### src/rtl/pipe_ctrl_pkg.sv
// Shared core definitions for the issue/stall sequencer: state and
// exception-vector encodings plus a small constant helper.
package pipe_ctrl_pkg;

  localparam int STATE_W = 3;
  localparam int EXC_W   = 3;

  typedef enum logic [STATE_W-1:0] {
    PC_RUN      = 3'd0,
    PC_MUL      = 3'd1,
    PC_AHB_WAIT = 3'd2,
    PC_FLUSH    = 3'd3,
    PC_EXC      = 3'd4
  } pc_state_e;

  typedef enum logic [EXC_W-1:0] {
    EXC_NONE  = 3'd0,
    EXC_UNDEF = 3'd1,
    EXC_SWI   = 3'd2,
    EXC_DABT  = 3'd3
  } exc_vec_e;

  // Larger of two constants; sizes the counter shared by MUL and FLUSH.
  function automatic int pc_max(int a, int b);
    return (a > b) ? a : b;
  endfunction

endpackage

### src/rtl/pipe_ctrl_if.sv
// Handshake bundle between the pipeline controller and the fetch,
// decode, execute and AHB side of the core.
interface pipe_ctrl_if;
  import pipe_ctrl_pkg::*;

  // Toward the controller
  logic             fetch_valid;
  logic             dec_valid;
  logic             dec_mul_en;
  logic             dec_ahb_rd_en;
  logic             dec_ahb_wr_en;
  logic             dec_branch;
  logic             dec_swi;
  logic             dec_undef;
  logic             ahb_hready;
  logic             ahb_hresp;
  logic             exc_ack;

  // From the controller
  logic             fetch_en;
  logic             decode_en;
  logic             exec_en;
  logic             mul_start;
  logic             ahb_start;
  logic             flush;
  logic             exc_req;
  logic [EXC_W-1:0] exc_vec;
  logic             busy;

  // The controller itself
  modport master (
    input  fetch_valid, dec_valid, dec_mul_en, dec_ahb_rd_en, dec_ahb_wr_en,
           dec_branch, dec_swi, dec_undef, ahb_hready, ahb_hresp, exc_ack,
    output fetch_en, decode_en, exec_en, mul_start, ahb_start, flush,
           exc_req, exc_vec, busy
  );

  // The pipeline stages it sequences
  modport slave (
    output fetch_valid, dec_valid, dec_mul_en, dec_ahb_rd_en, dec_ahb_wr_en,
           dec_branch, dec_swi, dec_undef, ahb_hready, ahb_hresp, exc_ack,
    input  fetch_en, decode_en, exec_en, mul_start, ahb_start, flush,
           exc_req, exc_vec, busy
  );

endinterface

### src/rtl/pipe_ctrl.sv
// Issue/stall sequencer: enables fetch/decode while running, stalls them
// through multiply and AHB load/store, flushes after branches and
// exceptions, and raises undefined/SWI/data-abort requests.
module pipe_ctrl
  import pipe_ctrl_pkg::*;
#(
  parameter int MUL_CYCLES   = 3,
  parameter int AHB_TIMEOUT  = 16,
  parameter int FLUSH_CYCLES = 2
) (
  input  logic        clk,
  input  logic        rst_n,
  pipe_ctrl_if.master bus
);

  localparam int CNT_MAX = pc_max(MUL_CYCLES, FLUSH_CYCLES);
  localparam int CNT_W   = (CNT_MAX > 1) ? $clog2(CNT_MAX) : 1;
  localparam int TMO_W   = $clog2(AHB_TIMEOUT);

  localparam logic [CNT_W-1:0] MUL_LOAD   = CNT_W'(MUL_CYCLES - 1);
  localparam logic [CNT_W-1:0] FLUSH_LOAD = CNT_W'(FLUSH_CYCLES - 1);
  localparam logic [TMO_W-1:0] TMO_LAST   = TMO_W'(AHB_TIMEOUT - 1);

  pc_state_e        state_q, state_d;
  logic [CNT_W-1:0] cnt_q, cnt_d;
  logic [TMO_W-1:0] tmo_q, tmo_d;
  logic             br_q, br_d;
  exc_vec_e         exc_vec_q, exc_vec_d;

  logic fetch_en_q, fetch_en_d;
  logic decode_en_q, decode_en_d;
  logic mul_start_q, mul_start_d;
  logic ahb_start_q, ahb_start_d;
  logic flush_q, flush_d;
  logic exc_req_q, exc_req_d;
  logic busy_q, busy_d;

  // fetch_valid is already folded into dec_valid by the decoder
  logic unused_fetch_valid;
  assign unused_fetch_valid = bus.fetch_valid;

  // State register, counters and registered outputs; reset returns to RUN
  always_ff @(posedge clk or negedge rst_n) begin
    if (!rst_n) begin
      state_q     <= PC_RUN;
      cnt_q       <= '0;
      tmo_q       <= '0;
      br_q        <= 1'b0;
      exc_vec_q   <= EXC_NONE;
      fetch_en_q  <= 1'b0;
      decode_en_q <= 1'b0;
      mul_start_q <= 1'b0;
      ahb_start_q <= 1'b0;
      flush_q     <= 1'b0;
      exc_req_q   <= 1'b0;
      busy_q      <= 1'b0;
    end else begin
      state_q     <= state_d;
      cnt_q       <= cnt_d;
      tmo_q       <= tmo_d;
      br_q        <= br_d;
      exc_vec_q   <= exc_vec_d;
      fetch_en_q  <= fetch_en_d;
      decode_en_q <= decode_en_d;
      mul_start_q <= mul_start_d;
      ahb_start_q <= ahb_start_d;
      flush_q     <= flush_d;
      exc_req_q   <= exc_req_d;
      busy_q      <= busy_d;
    end
  end

  // Next state: issue priority undef > swi > mul > ahb > branch in RUN
  always_comb begin
    state_d   = state_q;
    cnt_d     = cnt_q;
    tmo_d     = tmo_q;
    br_d      = br_q;
    exc_vec_d = exc_vec_q;
    case (state_q)
      PC_RUN: begin
        if (bus.dec_valid) begin
          if (bus.dec_undef) begin
            state_d   = PC_EXC;
            exc_vec_d = EXC_UNDEF;
          end else if (bus.dec_swi) begin
            state_d   = PC_EXC;
            exc_vec_d = EXC_SWI;
          end else if (bus.dec_mul_en) begin
            state_d = PC_MUL;
            cnt_d   = MUL_LOAD;
            br_d    = bus.dec_branch;
          end else if (bus.dec_ahb_rd_en || bus.dec_ahb_wr_en) begin
            state_d = PC_AHB_WAIT;
            tmo_d   = '0;
            br_d    = bus.dec_branch;
          end else if (bus.dec_branch) begin
            state_d = PC_FLUSH;
            cnt_d   = FLUSH_LOAD;
          end
        end
      end
      PC_MUL: begin
        if (cnt_q == '0) begin
          state_d = br_q ? PC_FLUSH : PC_RUN;
          cnt_d   = FLUSH_LOAD;
          br_d    = 1'b0;
        end else begin
          cnt_d = cnt_q - CNT_W'(1);
        end
      end
      PC_AHB_WAIT: begin
        // A completing transfer beats the timeout in the same cycle
        if (bus.ahb_hready) begin
          br_d = 1'b0;
          if (bus.ahb_hresp) begin
            state_d   = PC_EXC;
            exc_vec_d = EXC_DABT;
          end else begin
            state_d = br_q ? PC_FLUSH : PC_RUN;
            cnt_d   = FLUSH_LOAD;
          end
        end else if (tmo_q == TMO_LAST) begin
          state_d   = PC_EXC;
          exc_vec_d = EXC_DABT;
          br_d      = 1'b0;
        end else begin
          tmo_d = tmo_q + TMO_W'(1);
        end
      end
      PC_FLUSH: begin
        if (cnt_q == '0) begin
          state_d = PC_RUN;
        end else begin
          cnt_d = cnt_q - CNT_W'(1);
        end
      end
      PC_EXC: begin
        if (bus.exc_ack) begin
          state_d   = PC_FLUSH;
          cnt_d     = FLUSH_LOAD;
          exc_vec_d = EXC_NONE;
        end
      end
      default: begin
        state_d   = PC_RUN;
        exc_vec_d = EXC_NONE;
        br_d      = 1'b0;
      end
    endcase
  end

  // Registered outputs follow the state being entered; launches pulse on entry
  always_comb begin
    fetch_en_d  = (state_d == PC_RUN);
    decode_en_d = (state_d == PC_RUN);
    busy_d      = (state_d != PC_RUN);
    flush_d     = (state_d == PC_FLUSH);
    exc_req_d   = (state_d == PC_EXC);
    mul_start_d = (state_d == PC_MUL) && (state_q != PC_MUL);
    ahb_start_d = (state_d == PC_AHB_WAIT) && (state_q != PC_AHB_WAIT);
  end

  assign bus.fetch_en  = fetch_en_q;
  assign bus.decode_en = decode_en_q;
  assign bus.exec_en   = (state_q == PC_RUN) && bus.dec_valid;
  assign bus.mul_start = mul_start_q;
  assign bus.ahb_start = ahb_start_q;
  assign bus.flush     = flush_q;
  assign bus.exc_req   = exc_req_q;
  assign bus.exc_vec   = exc_vec_q;
  assign bus.busy      = busy_q;

endmodule

### src/flat_wrapper.sv
// flat-port wrapper written by rule: the top's interface ports become plain ports
module pipe_ctrl_flat import pipe_ctrl_pkg::*;
#(
  parameter int MUL_CYCLES   = 3,
  parameter int AHB_TIMEOUT  = 16,
  parameter int FLUSH_CYCLES = 2
)
  (clk, rst_n, bus_fetch_valid, bus_dec_valid, bus_dec_mul_en, bus_dec_ahb_rd_en, bus_dec_ahb_wr_en, bus_dec_branch, bus_dec_swi, bus_dec_undef, bus_ahb_hready, bus_ahb_hresp, bus_exc_ack, bus_fetch_en, bus_decode_en, bus_exec_en, bus_mul_start, bus_ahb_start, bus_flush, bus_exc_req, bus_exc_vec, bus_busy);
  pipe_ctrl_if bus_i ();
  input  logic clk;
  input  logic rst_n;
  input wire logic [$bits(bus_i.fetch_valid)-1:0] bus_fetch_valid;
  input wire logic [$bits(bus_i.dec_valid)-1:0] bus_dec_valid;
  input wire logic [$bits(bus_i.dec_mul_en)-1:0] bus_dec_mul_en;
  input wire logic [$bits(bus_i.dec_ahb_rd_en)-1:0] bus_dec_ahb_rd_en;
  input wire logic [$bits(bus_i.dec_ahb_wr_en)-1:0] bus_dec_ahb_wr_en;
  input wire logic [$bits(bus_i.dec_branch)-1:0] bus_dec_branch;
  input wire logic [$bits(bus_i.dec_swi)-1:0] bus_dec_swi;
  input wire logic [$bits(bus_i.dec_undef)-1:0] bus_dec_undef;
  input wire logic [$bits(bus_i.ahb_hready)-1:0] bus_ahb_hready;
  input wire logic [$bits(bus_i.ahb_hresp)-1:0] bus_ahb_hresp;
  input wire logic [$bits(bus_i.exc_ack)-1:0] bus_exc_ack;
  output wire logic [$bits(bus_i.fetch_en)-1:0] bus_fetch_en;
  output wire logic [$bits(bus_i.decode_en)-1:0] bus_decode_en;
  output wire logic [$bits(bus_i.exec_en)-1:0] bus_exec_en;
  output wire logic [$bits(bus_i.mul_start)-1:0] bus_mul_start;
  output wire logic [$bits(bus_i.ahb_start)-1:0] bus_ahb_start;
  output wire logic [$bits(bus_i.flush)-1:0] bus_flush;
  output wire logic [$bits(bus_i.exc_req)-1:0] bus_exc_req;
  output wire logic [$bits(bus_i.exc_vec)-1:0] bus_exc_vec;
  output wire logic [$bits(bus_i.busy)-1:0] bus_busy;
  assign bus_i.fetch_valid = bus_fetch_valid;
  assign bus_i.dec_valid = bus_dec_valid;
  assign bus_i.dec_mul_en = bus_dec_mul_en;
  assign bus_i.dec_ahb_rd_en = bus_dec_ahb_rd_en;
  assign bus_i.dec_ahb_wr_en = bus_dec_ahb_wr_en;
  assign bus_i.dec_branch = bus_dec_branch;
  assign bus_i.dec_swi = bus_dec_swi;
  assign bus_i.dec_undef = bus_dec_undef;
  assign bus_i.ahb_hready = bus_ahb_hready;
  assign bus_i.ahb_hresp = bus_ahb_hresp;
  assign bus_i.exc_ack = bus_exc_ack;
  assign bus_fetch_en = bus_i.fetch_en;
  assign bus_decode_en = bus_i.decode_en;
  assign bus_exec_en = bus_i.exec_en;
  assign bus_mul_start = bus_i.mul_start;
  assign bus_ahb_start = bus_i.ahb_start;
  assign bus_flush = bus_i.flush;
  assign bus_exc_req = bus_i.exc_req;
  assign bus_exc_vec = bus_i.exc_vec;
  assign bus_busy = bus_i.busy;
  pipe_ctrl #(.MUL_CYCLES(MUL_CYCLES), .AHB_TIMEOUT(AHB_TIMEOUT), .FLUSH_CYCLES(FLUSH_CYCLES)) u_core (.clk(clk), .rst_n(rst_n), .bus(bus_i));
endmodule
### config.mk
export PLATFORM = sky130hd
export DESIGN_NAME = pipe_ctrl_flat
export DESIGN_NICKNAME = d
export VERILOG_FILES = /design/src/rtl/pipe_ctrl_pkg.sv /design/src/rtl/pipe_ctrl_if.sv /design/src/rtl/pipe_ctrl.sv /design/src/flat_wrapper.sv
export SDC_FILE = /design/constraint.sdc
export NUM_CORES = 1
export LEC_CHECK = 0
export ABC_CLOCK_PERIOD_IN_PS = 2200
export BUFFER_PORTS_ARGS = -buffer_cell sky130_fd_sc_hd__buf_4
export CAP_MARGIN = 5
export CORE_ASPECT_RATIO = 1.2
export CORE_MARGIN = 2
export CORE_UTILIZATION = 48
export DETAILED_ROUTE_END_ITERATION = 16
export PLACE_DENSITY = 0.74
export SKIP_LAST_GASP = 1
export SLEW_MARGIN = 30
export SYNTH_ARGS = -nofsm -noshare
export SYNTH_HDL_FRONTEND = slang
export SYNTH_SLANG_ARGS = --single-unit
### constraint.sdc
create_clock -name clk -period 2.2 [get_ports clk]
set_clock_uncertainty 0.2 [all_clocks]
set_input_delay 0.22 -clock clk [delete_from_list [all_inputs] [get_ports clk]]
set_output_delay 0.22 -clock clk [all_outputs]
set_load 0.05 [all_outputs]
==> results.cfg, run 1 <==
[status]
run_status = finished with violations
failed_checks = setup timing

[pwr]
ir_worst_vdd_mv = 1.30
total_leakage_power_nw = 0.776
combinationalPowerShare_pct = 67.1
switching_share_pct = 47.2
net_switching_power_mw = 1.04
pwr-share-seq_pct = 23.4
internal_power_mw = 1.16
power.density_cell_area_nw_per_um2 = 1340
post-layout-total-power_mw = 2.20
proportion_of_power_drawn_by_the_clock_network_pct = 9.5

[logic_synthesis]
postSynth.topFlopCell = dfrtp_1
synth.net_count = 147
synth_enable_flop_cells = 0
synth.yosys.seq_area_share_pct = 38.5
synth.avg_cell_area_um2 = 8.92
synth.most_common_cell = dfrtp_1
synth-warning-count = 0
synthTopCellsByArea = dfrtp_1, nor2_1, o21ai_0, ha_1, inv_1
synth_seq_cells = 18
mappedNetlistArea_um2 = 1170
ys_top_cells_by_count = dfrtp_1, nor2_1, inv_1
synth.largest_area_cell = dfrtp_1
synth_top_area_share_pct = 38.5
syn_inst = 131
synth_async_sr_flop_share_pct = 100
post_synth_num_cell_types = 43

[clock_tree]
ctsHtreeMaxLevel = 1
clock_tree_from_tritoncts = built
cts.path.max_buffers = 2
clkLatencyLatePin_ps = 300
cts_inserted_buffers = 3
cts_num_sinks = 18
cts.root.buffer_cell = clkbuf_4
clk_pin_slew_worst_paths_ps = 110

[detailed_routing]
drt_iter0_markers = 63
route.vias.total = 1155
drt-wirelength-per-cell_um = 15.8
route.detailed.vias_per_inst = 5.66
post-route-drc-count = 0
drtAntennaViolNets = 0
detailedRoute.firstPassIterationCount = 4
routed_wl_mm = 3.23

[grt]
grt_pass1_vias = 1209
globalRouteTotalUtil_pct = 24.3
maximum_number_of_pins_on_one_net_before_global_route_repair = 19
grt_first_pass_wirelength_mm = 5.36
grt_overflow = 0
grt_antenna_before_repair = 0

[layout]
final_layout_size_suffix_gt1_share_pct = 38.2
num-nets-final = 190
fillerInstances = 184
antenna_cells_inserted = 0
layoutNonFillerInstCount = 204
layout-area-overhead-vs-synth_pct = 40.4

[floorplanning]
floorplan.core_area_um2 = 2310
die_area_um2 = 2850
start_util_pct = 50.7
chip_height_um = 58.1
core.rowCount = 19
top_level_ports = 24
die_wd_um = 49.0

[run]
cap_violations = 0

[timing]
period_minus_slack_ps = 2250
unrepaired_setup_endpoints_after_global_routing = true
finalCritPeriodShare_pct = 102
max-slew-margin-rel_pct = 65.9
worst-slew-pin-transition_ps = 508
final_setup_violations = 3
maxClockFrequency_ghz = 0.444
count_of_pins_over_their_slew_limit = 0
worst_case_setup_margin_in_the_final_layout_ps = -50.4
report.final.hold_viol_count = 0

[placed_design]
place.gp.congestion = 0.932
numPortBuffers = 21
place_ws_ps = -45.6
hpwl_mm = 2.38
placed_cells_incl_taps = 197

[critical_path]
critical_path_peak_fanout = 14
required_ps = 2190
timing.setup.critical_path_class = flip-flop to flip-flop
worstSetupEndpointType = flip-flop
critical_path_arrival_ps = 2240
critPathLaunchType = flip-flop

[hold_path]
hold_class = input port to asynchronous set/reset pin
-- layer usage --
metal  wire (µm)  share of wire (%)  global-route usage, %
met1        1320                 41                   29.8
met2        1730                 53                   43.8
met4          44                1.4                   9.80
met5           0                  0                      0
met3         137                4.2                   2.58
-- flip-flops by register name (all words and copies together) (netlist names) --
signal,count
u_core.br_q,1
u_core.bus.ahb_start,1
u_core.bus.busy,1
u_core.bus.exc_req,1
u_core.bus.exc_vec,2
u_core.bus.fetch_en,1
u_core.bus.flush,1
u_core.bus.mul_start,1
u_core.cnt_q,2
u_core.state_q,3
u_core.tmo_q,4
-- per-stage QoR --
| step | setup TNS (ps) | utilization, % | hold WS (ps) | instance area [µm²] |
|---|---|---|---|---|
| floorplan | -156 | - | -276 | 1170 |
| global placement | -54.4 | 64.5 | -104 | 1490 |
| detailed placement | -97.8 | 64.5 | -91.2 | 1490 |
| CTS | -65.0 | 68.0 | 118 | 1570 |
| global route | -628 | 71.1 | 140 | 1640 |
| finish | -90.6 | 71.1 | 111 | 1640 |
-- layout by cell type (no fill, tap or decap), drive strengths merged --
cell         synthesis  final
nor3b                1      1
o21ai               10     10
dfrtp               18     18
or2                  4      4
a311oi               1      1
or4bb                1      1
nand2b               3      3
conb                 1      1
dlygate4sd3          0      2
a21oi                6      6
nand3b               1      1
o31ai                2      2
inv                  9      9
mux2                 3      3
and2                 3      3
or3                  3      3
nor4                 2      2
nor2                13     13
nand4b               1      1
a211oi               3      3
o211a                1      1
a21o                 2      2
nor3                 4      4
buf                  3     43
a31oi                2      2
mux2i                3      3
or3b                 2      2
o41ai                4      4
o22a                 1      1
nand3                4      4
o211ai               1      1
clkbuf               4      4
a311o                2      2
ha                   3      3
a2111oi              1      1
nand2                6      6
nor2b                2      2
o21a                 1      1
-- critical path, cell delays in order (launching register included) --
cell	delay, ps
dfrtp_1	400
buf_4	190
or4bb_1	240
o41ai_4	90
a311oi_2	290
buf_4	210
inv_1	50
or2_1	250
or2_1	210
-- kinds of logic after synthesis --
kind of cell | count (synthesis) | share of synthesized area (%)
flip-flops | 18 | 38.5
AND/OR/NAND/NOR | 50 | 23.6
adder cells (fa/ha/maj) | 3 | 3.21
other | 1 | 0.321
AO/OA/AOI/OAI | 37 | 22.7
multiplexers | 6 | 5.78
buffers and inverters | 16 | 5.89
-- power by group through the flow --
| stage | combinational [mW] | sequential (mW) | clock, mW |
|---|---|---|---|
| floorplan | 0.685 | 0.721 | 0 |
| detailed placement | 1.36 | 0.518 | 0 |
| finish | 1.47 | 0.515 | 0.208 |
| CTS | 1.41 | 0.514 | 0.214 |
| global placement | 1.33 | 0.515 | 0 |
| global route | 1.59 | 0.527 | 0.220 |
-- layout make-up --
cell class,instances,area (µm²),share of cell area [%]
Inverter,9,33.8,2.06
Timing Repair Buffer,45,343,20.9
Tap cell,31,38.8,2.36
Sequential cell,18,452,27.5
Clock buffer,4,36.3,2.21
Multi-Input combinational cell,97,737,44.9
-- repair_timing --
| item | 4_1_cts | 5_1_grt |
|---|---|---|
| hold buffers | 2 | 0 |
| gates resized for setup | 4 | 9 |
| pin swaps | 2 | 4 |
| hold endpoints to repair | 19 | 0 |
| buffers inserted | 0 | 1 |
| setup endpoints to repair | 4 | 9 |
-- worst paths after layout --
kind / slack [ps] / end / cells past startpoint / start
hold / removal: 110 / u_core.bus.exc_vec[0] / 2 / rst_n
setup / recovery: -50 / u_core.bus.busy / 8 / u_core.state_q[2]
setup reg to reg: -50 / u_core.bus.busy / 8 / u_core.state_q[2]
min in group clk: 140 / u_core.cnt_q[0] / 4 / bus_dec_mul_en
hold reg to reg: 320 / u_core.bus.exc_vec[1] / 1 / u_core.bus.exc_vec[1]
max in group asynchronous: 1470 / u_core.state_q[1] / 2 / rst_n
Note: power is estimated with default switching activity, not from simulation.
==> inputs of run 2 (changes only) <==
--- a/config.mk
+++ b/config.mk
@@ -12,7 +12,7 @@
 export CORE_MARGIN = 2
 export CORE_UTILIZATION = 48
 export DETAILED_ROUTE_END_ITERATION = 16
-export PLACE_DENSITY = 0.74
+export PLACE_DENSITY = 0.83
 export SKIP_LAST_GASP = 1
 export SLEW_MARGIN = 30
 export SYNTH_ARGS = -nofsm -noshare
==> run 2 against run 1 <==
Compared with the run above: the run still ends with setup timing left; worst setup slack worse by 2.8 ps; clock power up 4%; combinational power about the same; sequential power about the same; hold slack worse by 19 ps; total power up 0.43%; non-clock buffer count down 2; sequential share of layout area up 0.45 points; critical path depth up 1; critical path type unchanged.
==> results.cfg, run 2 (synthesis results as in run 1) <==
[status]
run_status = finished with violations
failed_checks = setup timing

[grt]
grt_overflow = 0
maximum_number_of_pins_on_one_net_before_global_route_repair = 19
globalRouteTotalUtil_pct = 22.8
grt_antenna_before_repair = 0
grt_first_pass_wirelength_mm = 5.00
grt_pass1_vias = 1117

[critical_path]
worstPathCellList = inv_2 > ha_4 > nand2b_1 > a21oi_1 > a311oi_2 > buf_4 > inv_1 > or2_1 > or2_1
critical_path_arrival_ps = 2250
crit_top_cell = or2_1
ff2ff_setup_slack_ps = -50
critical_path_peak_fanout = 5
worstSetupEndpointType = flip-flop
r2r-start = u_core.cnt_q[0]
worst_r2r_path_depth = 9
critPathLaunchType = flip-flop
crit_slowest_cell = dfrtp_1
r2r_end = u_core.bus.busy
timing.setup.critical_path_class = flip-flop to flip-flop
required_ps = 2200
worst_setup_path_endpoint = u_core.bus.busy
crit_path_start = u_core.cnt_q[0]
crit_path_max_incr_delay_ps = 410

[clock_tree]
ctsHtreeMaxLevel = 1
cts.root.buffer_cell = clkbuf_4
clock_tree_from_tritoncts = built
clk_pin_slew_worst_paths_ps = 110
clkLatencyLatePin_ps = 310
cts.path.max_buffers = 2
cts_inserted_buffers = 3
cts_num_sinks = 18

[placed_design]
place_ws_ps = -47.5
detailed_place.area_um2 = 1450
hpwl_mm = 2.16
place.gp.congestion = 0.887
numPortBuffers = 21

[timing]
report.final.hold_viol_count = 0
max-slew-margin-rel_pct = 64.5
maxClockFrequency_ghz = 0.444
period_minus_slack_ps = 2250
worst-slew-pin-transition_ps = 529
worst_case_setup_margin_in_the_final_layout_ps = -53.1
unrepaired_setup_endpoints_after_global_routing = true
accumulated_negative_setup_slack_ps = -106
final_setup_violations = 2
finalCritPeriodShare_pct = 102
count_of_pins_over_their_slew_limit = 0

[floorplanning]
start_util_pct = 50.7
core.rowCount = 19
top_level_ports = 24
floorplan.core_area_um2 = 2310
die_wd_um = 49.0
die_area_um2 = 2850
chip_height_um = 58.1

[run]
cap_violations = 0

[detailed_routing]
routed_wl_mm = 3.00
drt-wirelength-per-cell_um = 14.9
route.detailed.vias_per_inst = 5.77
drt_iter0_markers = 67
post-route-drc-count = 0
route.vias.total = 1165
drtAntennaViolNets = 0
detailedRoute.firstPassIterationCount = 4

[pwr]
switching_share_pct = 46.8
total_leakage_power_nw = 0.759
power.density_cell_area_nw_per_um2 = 1370
net_switching_power_mw = 1.03
internal_power_mw = 1.17
proportion_of_power_drawn_by_the_clock_network_pct = 9.8
ir_worst_vdd_mv = 0.952
combinationalPowerShare_pct = 66.7
pwr-share-seq_pct = 23.5

[layout]
layout_common_cells = buf_4, dfrtp_1, nor2_1
max_flop_register = u_core.tmo_q
layout-area-overhead-vs-synth_pct = 38.1
reg_top3 = u_core.tmo_q: 4 flops, u_core.state_q: 3 flops
final_layout_size_suffix_gt1_share_pct = 39.2
antenna_cells_inserted = 0
layout_commonest_cell = buf_4
largest_reg_flops = 4
num-nets-final = 188
fin_area_um2 = 1610

[hold_path]
hold_class = input port to asynchronous set/reset pin
==> run 2: cell types whose count changed in the layout (fill, tap and decap cells not counted), sizes merged <==
cell | before | now
buf | 43 | 41
==> run 2: power by group through the flow <==
stage	registers [mW]	logic [mW]	clock network, mW
CTS	0.512	1.36	0.216
detailed placement	0.518	1.31	0
global route	0.529	1.58	0.238
floorplan	0.721	0.685	0
global placement	0.508	1.27	0
finish	0.518	1.47	0.216
==> run 2: stage by stage <==
step / total power [mW] / hold slack (ps) / util, % / instances
floorplan: 1.41 / -276 / - / 131
global placement: 1.78 / -101 / 62.9 / 192
detailed placement: 1.83 / -96.5 / 62.9 / 192
CTS: 2.09 / 93.4 / 66.8 / 199
global route: 2.35 / 102 / 70.0 / 202
finish: 2.21 / 91.8 / 70.0 / 202
==> run 2: layer usage <==
layer	up-vias	wire length, µm	GRT usage (%)
met5	-	0	0
met4	0	87	11.4
met3	10	154	2.32
met2	47	1500	38.7
met1	554	1260	29.2
li1	554	-	-
==> run 2: critical path: cells and delay by family, from the launching register on <==
kind                     cells  cell delay, ps
AND/OR/NAND/NOR              3             590
AO/OA/AOI/OAI                2             430
flip-flops                   1             410
buffers and inverters        3             340
adder cells (fa/ha/maj)      1             150
==> run 2: how the worst min path moves through the flow <==
stage                     cells after the start                  to  slack [ps]        start
after floorplan                               0         u_core.br_q        -280        rst_n
after detailed placement                      1     u_core.cnt_q[0]        -100        rst_n
after CTS                                     3  u_core.bus.exc_req          90  bus_exc_ack
after global routing                          2     u_core.cnt_q[0]         100        rst_n
after global placement                        1     u_core.cnt_q[0]        -100        rst_n
final                                         2     u_core.cnt_q[0]          90        rst_n
==> run 2: what timing repair did <==
item	4_1_cts	5_1_grt
gates resized for setup	5	11
buffers inserted	1	3
hold buffers	2	0
pin swaps	2	3
gates cloned	0	0
setup endpoints to repair	6	8
hold endpoints to repair	19	0
==> run 2: final cells by class <==
type	count	area [µm²]
sequential	18	452
fill	176	692
multi-input combinational	97	722
inverter	9	33.8
timing repair buffer	43	332
clock buffer	4	36.3
tap	31	38.8
